$ cat src/rtl/lsu_ctrl_pkg.sv
// Shared definitions for the load/store controller: state encodings and word geometry.
// The encodings match the ones the pipelined LSU will reuse.
package lsu_ctrl_pkg;

  typedef enum logic [1:0] {
    ST_IDLE   = 2'd0,
    ST_ACCESS = 2'd1,
    ST_RESP   = 2'd2
  } lsu_state_e;

  localparam int WORD_BYTES = 4;
  localparam int WORD_BITS  = 32;

  function automatic logic is_misaligned(input logic [1:0] addr_lsbs);
    return addr_lsbs != 2'b00;
  endfunction

endpackage

$ cat src/rtl/lsu_ctrl_sat_counter.sv
// Saturating event counter: sticks at all-ones instead of wrapping.
module sat_counter #(
  parameter int W = 32
) (
  input  logic         clk,
  input  logic         rst_n,
  input  logic         inc,
  output logic [W-1:0] count
);

  logic [W-1:0] r_count;

  always_ff @(posedge clk or negedge rst_n) begin
    if (!rst_n) begin
      r_count <= '0;
    end else if (inc && (r_count != {W{1'b1}})) begin
      r_count <= r_count + 1'b1;
    end
  end

  assign count = r_count;

endmodule

$ cat src/rtl/lsu_ctrl.sv
// Load/store controller: one request at a time, alignment/bounds check,
// a single-cycle data_mem access, then a held response until handshake.
module lsu_ctrl
  import lsu_ctrl_pkg::*;
#(
  parameter int ADDR_W    = 64,
  parameter int DATA_W    = 64,
  parameter int MEM_BYTES = 1024,
  parameter int CNT_W     = 32
) (
  input  logic              clk,
  input  logic              rst_n,
  // Both channels: a beat transfers on a posedge where valid && ready; valid,
  // once raised, holds its payload stable until that edge.
  input  logic              req_valid,
  output logic              req_ready,
  input  logic              req_write,
  input  logic              req_unsigned,
  input  logic [ADDR_W-1:0] req_addr,
  input  logic [DATA_W-1:0] req_wdata,
  output logic              resp_valid,
  input  logic              resp_ready,
  output logic [DATA_W-1:0] resp_rdata,
  output logic              resp_err,
  output logic [ADDR_W-1:0] mem_address,
  output logic [DATA_W-1:0] mem_data_in,
  output logic              memwrite,
  output logic              memread,
  input  logic [DATA_W-1:0] mem_data_out,
  output logic [CNT_W-1:0]  load_count,
  output logic [CNT_W-1:0]  store_count,
  output logic [1:0]        dbg_state
);

  localparam logic [ADDR_W-1:0] LAST_WORD = ADDR_W'(MEM_BYTES - WORD_BYTES);
  localparam int                EXT_W     = DATA_W - WORD_BITS;

  lsu_state_e          r_state;
  lsu_state_e          w_next_state;
  logic                r_write;
  logic                r_unsigned;
  logic [ADDR_W-1:0]   r_addr;
  logic [DATA_W-1:0]   r_wdata;
  logic                r_memread;
  logic                r_memwrite;
  logic [DATA_W-1:0]   r_rdata;
  logic                r_err;

  logic                w_bad;
  logic [WORD_BITS-1:0] w_word;
  logic [DATA_W-1:0]   w_ext;
  logic                w_in_access;
  logic                w_resp_hs;
  logic                w_load_done;
  logic                w_store_done;
  logic                w_unused;

  assign w_bad       = is_misaligned(req_addr[1:0]) || (req_addr > LAST_WORD);
  assign w_word      = mem_data_out[WORD_BITS-1:0];
  assign w_ext       = r_unsigned ? {{EXT_W{1'b0}}, w_word}
                                  : {{EXT_W{w_word[WORD_BITS-1]}}, w_word};
  assign w_unused    = ^mem_data_out[DATA_W-1:WORD_BITS];
  assign w_in_access = (r_state == ST_ACCESS);
  assign w_resp_hs   = (r_state == ST_RESP) && resp_ready;

  always_comb begin
    w_next_state = r_state;
    case (r_state)
      ST_IDLE:   if (req_valid) w_next_state = w_bad ? ST_RESP : ST_ACCESS;
      ST_ACCESS: w_next_state = ST_RESP;
      ST_RESP:   if (resp_ready) w_next_state = ST_IDLE;
      default:   w_next_state = ST_IDLE;
    endcase
  end

  // memread/memwrite are registers so an async reset drops them before any negedge.
  always_ff @(posedge clk or negedge rst_n) begin
    if (!rst_n) begin
      r_state    <= ST_IDLE;
      r_write    <= 1'b0;
      r_unsigned <= 1'b0;
      r_addr     <= '0;
      r_wdata    <= '0;
      r_memread  <= 1'b0;
      r_memwrite <= 1'b0;
      r_rdata    <= '0;
      r_err      <= 1'b0;
    end else begin
      r_state <= w_next_state;
      case (r_state)
        ST_IDLE: begin
          if (req_valid) begin
            r_write    <= req_write;
            r_unsigned <= req_unsigned;
            r_addr     <= req_addr;
            r_wdata    <= req_wdata;
            r_rdata    <= '0;
            r_err      <= w_bad;
            r_memread  <= !w_bad && !req_write;
            r_memwrite <= !w_bad && req_write;
          end
        end
        ST_ACCESS: begin
          r_memread  <= 1'b0;
          r_memwrite <= 1'b0;
          r_rdata    <= r_write ? '0 : w_ext;
        end
        ST_RESP: begin
          if (resp_ready) begin
            r_rdata <= '0;
            r_err   <= 1'b0;
          end
        end
        default: ;
      endcase
    end
  end

  assign w_load_done  = w_resp_hs && !r_err && !r_write;
  assign w_store_done = w_resp_hs && !r_err && r_write;

  sat_counter #(.W(CNT_W)) u_load_cnt (
    .clk   (clk),
    .rst_n (rst_n),
    .inc   (w_load_done),
    .count (load_count)
  );

  sat_counter #(.W(CNT_W)) u_store_cnt (
    .clk   (clk),
    .rst_n (rst_n),
    .inc   (w_store_done),
    .count (store_count)
  );

  assign req_ready   = (r_state == ST_IDLE);
  assign resp_valid  = (r_state == ST_RESP);
  assign resp_rdata  = r_rdata;
  assign resp_err    = r_err;
  assign memread     = r_memread;
  assign memwrite    = r_memwrite;
  assign mem_address = w_in_access ? r_addr : '0;
  assign mem_data_in = (w_in_access && r_write) ? r_wdata : '0;
  assign dbg_state   = r_state;

endmodule

$ cat config.mk
export PLATFORM = sky130hd
export DESIGN_NAME = lsu_ctrl
export DESIGN_NICKNAME = d
export VERILOG_FILES = /design/src/rtl/lsu_ctrl_pkg.sv /design/src/rtl/lsu_ctrl_sat_counter.sv /design/src/rtl/lsu_ctrl.sv
export SDC_FILE = /design/constraint.sdc
export NUM_CORES = 1
export LEC_CHECK = 0
export CORE_AREA = 4 4 178 180
export CTS_CLUSTER_SIZE = 10
export DETAILED_ROUTE_END_ITERATION = 10
export DIE_AREA = 0 0 182 184
export GPL_TIMING_DRIVEN = 0
export HOLD_SLACK_MARGIN = 0.1
export PLACE_DENSITY = 0.69
export REMOVE_ABC_BUFFERS = 1
export SLEW_MARGIN = 20
export SYNTH_ARGS = -nofsm -noshare
export SYNTH_HDL_FRONTEND = slang
export SYNTH_SLANG_ARGS = --single-unit
$ cat constraint.sdc
create_clock -name clk -period 4.9 [get_ports clk]
set_input_delay 0.735 -clock clk [delete_from_list [all_inputs] [get_ports clk]]
set_output_delay 0.735 -clock clk [all_outputs]
set_load 0.1 [all_outputs]
==> out/results.tsv, run 1 <==
stage	metric	value	unit
grt	global route total overflow	0	
synthesis	share of synthesized flip-flops with an asynchronous set or reset	100	%
routing	Antenna Nets Post-Route	0	
finish	Total Nets Final	1465	
timing	Fin Hold WS	481	ps
place	Port Buffers	428	
clocking	clock-pin slew on the worst setup and hold paths	60	ps
routing	via count	8297	
finish	multi-input combinational cell area	0.00433	sq mm
finish	Register Area	0.00581	sq mm
floorplanning	I/O pin count	461	
finish	Core Util, Final	52.9	%
timing	Max Slew Vio Count	0	
critical_path	buffers plus inverters on the worst setup path	2	
power	pwr dens	322	mW/mm^2
synthesis	Seq/Total Area, Yosys	55.0	%
routing	DR pass1 iterations	5	
synthesis	post-synth top area share	55.0	%
power	sequential share of power	46.1	%
min_path	hold crit path type	reg -> reg	
synthesis	syn avg cell area	12.1	sq um
finish	post-route cell area	0.0160	sq mm
critical_path	Setup crit end kind	output port	
clocking	number of setup buffers added after CTS	0	
clocking	Post-CTS Resized	0	
timing	RSZ-0062 raised after global routing	false	
routing	DR DRC count	0	
critical_path	Crit path required time	4160	ps
floorplanning	die area	0.0335	sq mm
timing	max_slew headroom	22.9	%
finish	fraction of layout cells with a size suffix above 1	14.9	%
critical_path	Arrival @ worst endpoint	3310	ps
finish	antenna cells	0	
power	Pint	3.72	mW
synthesis	Mapped Cells	873	
power	Max VDD drop	0.221	mV
clocking	Clock Latency Late Sink	530	ps
floorplanning	CORE AREA	0.0302	sq mm
job	maxcap violations	0	
timing	minimum clock period after layout	4050	ps
timing	final period utilization	82.6	%
critical_path	Slowest cell on crit path	clkdlybuf4s50_1	
run_status	status	completed	
grt	first-pass GRT wire length	50400	um
timing	maximum operating frequency	0.247	GHz
clocking	clk buf depth	3	
critical_path	CP max FO	64	
clocking	CTS Root Cell	clkbuf_16	
grt	largest net degree at the start of global routing	98	
floorplanning	DIE WIDTH	182	um
routing	Initial DRC Count	319	
routing	DR WL/cell	19.7	um
routing	Vias/cell	4.97	
timing	Hold Violations, Final	0	
routing	Total Wirelength	33000	um
power	Net Switching	1.43	mW
synthesis	synthesized area	0.0106	sq mm
grt	overall routing resource usage	18.7	%
place	DPL Wire Length	24600	um
place	Routability Congestion	0.829	
finish	Layout area overhead	51.3	%
synthesis	Synthesis Warnings	0	
synthesis	Synth area leaders	dfrtp_1, mux2_2, and3_1	
critical_path	Setup CP Type	reg -> out	
timing	Worst Tran Pin Value	1150	ps
synthesis	post-synthesis register bit count	232	
critical_path	CP startpoint kind	flop	
synthesis	Post-synth EDFFs	0	
synthesis	ys flop type	dfrtp_1	
power	Leakage Power	6.68	nW
finish	# fillers	2651	
clocking	CTS tree	done	
place	placed cell area	0.0152	sq mm
clocking	Hold Buf Count CTS	1	
critical_path	Cell Chain, Critical Path	and2b_4 > buf_12 > and2_1 > clkdlybuf4s50_1	
floorplanning	Die Y	184	um
power	combinational power share	18.0	%
power	clock power share	35.9	%
power	sw frac	27.8	%
grt	vias in the first global route	8651	
synthesis	leading area contributor after synthesis	dfrtp_1	
timing	final setup violating endpoints	0	
clocking	clock sinks	232	
grt	initial antenna violation count	3	
floorplanning	Site Rows	64	
critical_path	slowest stage delay, CP	1150	ps
critical_path	Worst path top cell family by delay	buffers and inverters	
timing	skew final	6.86	ps
clocking	H-tree lvl count	1	
clocking	total CTS buffers	28	
floorplanning	Starting Density	35.0	%
synthesis	post-synthesis cell type count	47	
[Yosys cell counts (2+ instances only)]
cell type / count
or2_2: 2
and3_1: 70
nand4b_1: 2
dfrtp_1: 232
nand3_1: 19
ha_1: 2
nor4_1: 22
buf_4: 31
and2_1: 69
mux2_2: 131
a21oi_1: 2
nor2b_1: 2
nor2_1: 21
buf_1: 2
and2b_1: 2
clkbuf_1: 36
nand4_1: 34
nand2_1: 39
nor3_1: 14
xnor2_1: 39
inv_1: 7
buf_2: 8
a22o_1: 32
xor2_1: 23
and4_1: 8
o21ai_0: 3
[sequential cells by signal, indices dropped and copies added, names as in the netlist, 2 cells and up]
name               flops
r_wdata               64
u_store_cnt.count     32
u_load_cnt.count      32
r_addr                64
dbg_state              2
resp_rdata            33
[layer usage]
| metal | GRT usage (%) | wire [um] | vias to the layer above | part of all wire [%] |
|---|---|---|---|---|
| met3 | 5.70 | 2730 | 49 | 8.3 |
| met2 | 31.8 | 16100 | 307 | 49 |
| met1 | 23.7 | 13500 | 4092 | 41 |
| met4 | 4.29 | 668 | 4 | 2.0 |
| met5 | 0 | 22 | - | 0.067 |
| li1 | - | - | 3845 | - |
[path summary, 6_finish.rpt]
check                        startpoint                     to  slack, ps  cells past startpoint
max in group asynchronous         rst_n              r_addr[2]       3370                      3
max reg2reg                     r_write  u_store_cnt.count[26]       2370                      5
min in group asynchronous         rst_n         resp_rdata[30]        700                      2
min reg2reg                  r_unsigned         resp_rdata[62]        480                      1
max                        dbg_state[0]        mem_address[58]        850                      4
min                          r_unsigned         resp_rdata[62]        480                      1
[placed cells by master, fill, tap and decap left out, types with 3 or more instances in the layout]
cell / Yosys / routed
mux2_2: 131 / 131
nor2_1: 21 / 21
buf_12: 0 / 6
clkbuf_16: 0 / 29
and2_1: 69 / 67
a22o_1: 32 / 32
buf_16: 0 / 4
nand2_1: 39 / 39
xor2_1: 23 / 23
nor3_1: 14 / 14
o21ai_0: 3 / 3
nand4_1: 34 / 34
clkbuf_1: 36 / 6
nor4_1: 22 / 22
and4_1: 8 / 8
xnor2_1: 39 / 39
inv_1: 7 / 7
nand3_1: 19 / 19
clkdlybuf4s50_1: 0 / 427
and3_1: 70 / 70
dfrtp_1: 232 / 231
[worst reg2reg max path: stages, from the launching register on]
cell,delay (ps)
dfrtp_4,820
inv_1,220
or4_4,610
nor4_2,440
nand4_1,170
xnor2_1,150
[power by group through the flow]
stage	Sequential, mW	Clock (mW)	Combinational [mW]
finish	2.37	1.85	0.926
global route	2.41	1.98	0.992
CTS	2.37	1.91	0.939
detailed placement	2.41	0	0.935
global placement	2.39	0	0.940
floorplan	2.55	0	0.400
[cell families (layout without fill, tap and decap cells)]
| kind of cell | Yosys count | in the layout | synth area share [%] |
|---|---|---|---|
| and+or+nand+nor | 317 | 317 | 17.9 |
| DFF | 232 | 232 | 55.0 |
| muxes | 131 | 131 | 14.0 |
| buffers and inverters | 84 | 485 | 4.18 |
| xor gates and xnor gates | 62 | 62 | 5.14 |
| AOI/OAI and AO/OA | 45 | 45 | 3.58 |
| adders and majority gates | 2 | 2 | 0.237 |
[cell type report]
class                      instances  area share [%]
inverter                           7           0.164
sequential                       232            36.4
tap                              396            3.10
multi-input combinational        557            27.1
timing repair buffer             439            28.4
clock buffer                      37            4.86
clock inverter                     2          0.0783
[metrics by stage]
stage	setup TNS, ps	power, mW	setup WS, ps	std cells
after global routing	0	5.39	709	1670
after detailed placement	0	3.34	1370	1630
final	0	5.14	851	1670
after CTS	0	5.22	797	1670
after floorplan	-882230	2.95	-15190	796
after global placement	-2634860	3.33	-7010	1620
Note: power is estimated with default switching activity, not from simulation.
==> inputs of run 2 (changes only) <==
--- a/config.mk
+++ b/config.mk
@@ -5,10 +5,10 @@
 export SDC_FILE = /design/constraint.sdc
 export NUM_CORES = 1
 export LEC_CHECK = 0
-export CORE_AREA = 4 4 178 180
+export CORE_AREA = 4 4 177 179
 export CTS_CLUSTER_SIZE = 10
 export DETAILED_ROUTE_END_ITERATION = 10
-export DIE_AREA = 0 0 182 184
+export DIE_AREA = 0 0 181 183
 export GPL_TIMING_DRIVEN = 0
 export HOLD_SLACK_MARGIN = 0.1
 export PLACE_DENSITY = 0.69
==> constraint.sdc (replaced) <==
create_clock -name clk -period 3.9 [get_ports clk]
set_input_delay 0.585 -clock clk [delete_from_list [all_inputs] [get_ports clk]]
set_output_delay 0.585 -clock clk [all_outputs]
set_load 0.1 [all_outputs]
==> run 2 against run 1 <==
Via count decreased by 0.54%. Combinational power increased by 30%. First-iteration DRC count up 23%. Die area shrank 1.1%. Sequential share of layout area hardly changed. Hold slack lost 12 ps. Cell area about the same. Wire length up 1.6%. Final cell count is 0.36% lower. Power is 26% higher. Critical path type unchanged. Highest routed layer is now met4.
==> out/results.tsv, run 2 (synthesized netlist as in run 1, its figures left out) <==
stage	metric	value	unit	change
power	Pint	4.67	mW	+26%
timing	minimum clock period after layout	3820	ps	
power	Net Switching	1.80	mW	+26%
clocking	clk buf depth	3		unchanged
timing	PnR worst setup slack	80.9	ps	-771 ps
critical_path	end of the critical path	mem_data_in[55]		
critical_path	Worst R2R Setup Slack	1540	ps	-830 ps
place	worst slack, placed	341	ps	-1030 ps
run_status	status	completed		
clocking	number of setup buffers added after CTS	0		unchanged
power	clock power share	35.8	%	about the same
clocking	Clock Latency Late Sink	530	ps	about the same
routing	Total Wirelength	33500	um	+1.6%
min_path	hold crit path type	reg -> reg		
timing	setup tns final	0	ps	unchanged
timing	maximum operating frequency	0.262	GHz	
grt	overall routing resource usage	19.2	%	+0.52 points
floorplanning	DIE WIDTH	181	um	-0.55%
power	Max VDD drop	0.315	mV	+43%
power	sequential share of power	45.7	%	-0.4 points
finish	most frequent cells in the layout	clkdlybuf4s50_1, dfrtp_1, mux2_2		
job	maxcap violations	0		unchanged
routing	Antenna Nets Post-Route	0		unchanged
critical_path	Setup CP Type	reg -> out		
grt	first-pass GRT wire length	51300	um	+1.7%
timing	skew final	13.1	ps	+6.23 ps
critical_path	Setup crit end kind	output port		
finish	most common cell after layout, fill and taps aside	clkdlybuf4s50_1		
grt	largest net degree at the start of global routing	94		-4.1%
place	Routability Congestion	0.801		-3.4%
floorplanning	Die Y	183	um	-0.54%
routing	DR pass1 iterations	6		+1
routing	via count	8252		-0.54%
floorplanning	Site Rows	63		-1.6%
min_path	hold path depth	1		unchanged
clocking	total CTS buffers	28		unchanged
finish	Total Nets Final	1465		unchanged
finish	Layout area overhead	51.3	%	about the same
grt	initial antenna violation count	0		-3
critical_path	Crit path required time	3310	ps	-850 ps
floorplanning	CORE AREA	0.0296	sq mm	-2.1%
critical_path	reg-to-reg critical path startpoint	dbg_state[1]		
routing	DR DRC count	0		unchanged
finish	Core Util, Final	54.0	%	+1.1 points
timing	max_slew headroom	26.1	%	+3.2 points
routing	DR WL/cell	20.1	um	+1.9%
place	Placed Cells	1624		-0.37%
critical_path	r2r worst-path depth	6		+1
floorplanning	I/O pin count	461		unchanged
clocking	clock sinks	232		unchanged
finish	fraction of layout cells with a size suffix above 1	15.1	%	+0.16 points
critical_path	FF-to-FF End	r_wdata[31]		
place	Port Buffers	428		unchanged
clocking	CTS Root Cell	clkbuf_16		
critical_path	CP startpoint	dbg_state[0]		
critical_path	Arrival @ worst endpoint	3230	ps	-80 ps
finish	Non-Filler Instances	1664		-0.36%
timing	final setup violating endpoints	0		unchanged
routing	Vias/cell	4.96		-0.18%
finish	# fillers	2615		-1.4%
timing	Hold Violations, Final	0		unchanged
place	DPL Wire Length	25300	um	+3.0%
clocking	H-tree lvl count	1		unchanged
min_path	hold_sp	r_unsigned		
power	pwr dens	405	mW/mm^2	+26%
timing	final period utilization	97.9	%	
grt	vias in the first global route	8790		+1.6%
power	Leakage Power	7.45	nW	+11%
timing	Max Slew Vio Count	0		unchanged
clocking	clock-pin slew on the worst setup and hold paths	60	ps	about the same
floorplanning	die area	0.0331	sq mm	-1.1%
power	combinational power share	18.5	%	+0.5 points
grt	global route total overflow	0		unchanged
routing	Initial DRC Count	391		+23%
critical_path	CP max FO	54		-16%
clocking	CTS tree	done		
critical_path	CP startpoint kind	flop		
finish	antenna cells	0		unchanged
floorplanning	Starting Density	35.7	%	+0.74 points
timing	Worst Tran Pin Value	1110	ps	-39.5 ps
power	sw frac	27.8	%	+0.070 points
-- run 2: cell count changes in the layout (fill, tap and decap cells not counted), sizes merged --
cell,delta
clkdlybuf4s50,-93
dlygate4sd2,+32
dlymetal6s2s,+31
clkdlybuf4s15,+28
clkbuf,+2
-- run 2: cell type report --
type / count / area, sq um / area share, %
Clock buffer: 37 / 776 / 4.86
Clock inverter: 2 / 12.5 / 0.0783
Inverter: 7 / 26.3 / 0.164
Multi-Input combinational cell: 557 / 4330 / 27.1
Sequential cell: 232 / 5810 / 36.3
Tap cell: 390 / 488 / 3.05
Timing Repair Buffer: 439 / 4540 / 28.4
-- run 2: critical path: stages (launching register included) --
cell and delay [ps]:
dfrtp_1 630, and2b_4 450, buf_12 260, and3_1 190
clkdlybuf4s50_1 1120
-- run 2: worst min-delay path by stage --
stage               slack [ps]              to
floorplan                  290    dbg_state[0]
global placement           450  resp_rdata[62]
detailed placement         460  resp_rdata[62]
CTS                        470  resp_rdata[62]
global route               510     r_wdata[20]
finish                     470  resp_rdata[62]
-- run 2: per-stage QoR --
stage | hold slack (ps) | power, mW | area [sq um]
6_report | 469 | 6.47 | 16000
5_1_grt | 506 | 6.77 | 16000
4_1_cts | 467 | 6.55 | 15900
3_5_place_dp | 463 | 4.20 | 15100
3_3_place_gp | 451 | 4.19 | 14900
2_1_floorplan | 289 | 3.71 | 10100
-- run 2: power groups by stage --
| stage | Sequential [mW] | Clock [mW] | Combinational (mW) |
|---|---|---|---|
| after floorplan | 3.21 | 0 | 0.503 |
| after global routing | 3.00 | 2.49 | 1.28 |
| final | 2.96 | 2.31 | 1.20 |
| after global placement | 3.00 | 0 | 1.19 |
| after CTS | 2.95 | 2.38 | 1.21 |
| after detailed placement | 3.00 | 0 | 1.21 |
-- run 2: what timing repair did --
action | 4_1_cts | 5_1_grt
gates resized for setup | 62 | 63
endpoints found under the setup margin | 62 | 61
hold buffers | 1 | 0
hold endpoints to repair | 60 | 0
-- run 2: per-layer routing --
layer  up-vias  GRT usage (%)  wire length [um]
met5         -              0                 0
met4         0           5.40               954
met3        56           5.67              2640
met2       309           33.4             16400
met1      4035           23.6             13500
li1       3852              -                 -
==> inputs of run 3 (changes only) <==
--- a/config.mk
+++ b/config.mk
@@ -5,6 +5,7 @@
 export SDC_FILE = /design/constraint.sdc
 export NUM_CORES = 1
 export LEC_CHECK = 0
+export ABC_CLOCK_PERIOD_IN_PS = 3900
 export CORE_AREA = 4 4 177 179
 export CTS_CLUSTER_SIZE = 10
 export DETAILED_ROUTE_END_ITERATION = 10
==> results of run 3 <==
Same layout as run 2: the final DEF is identical, and so are final timing and power.
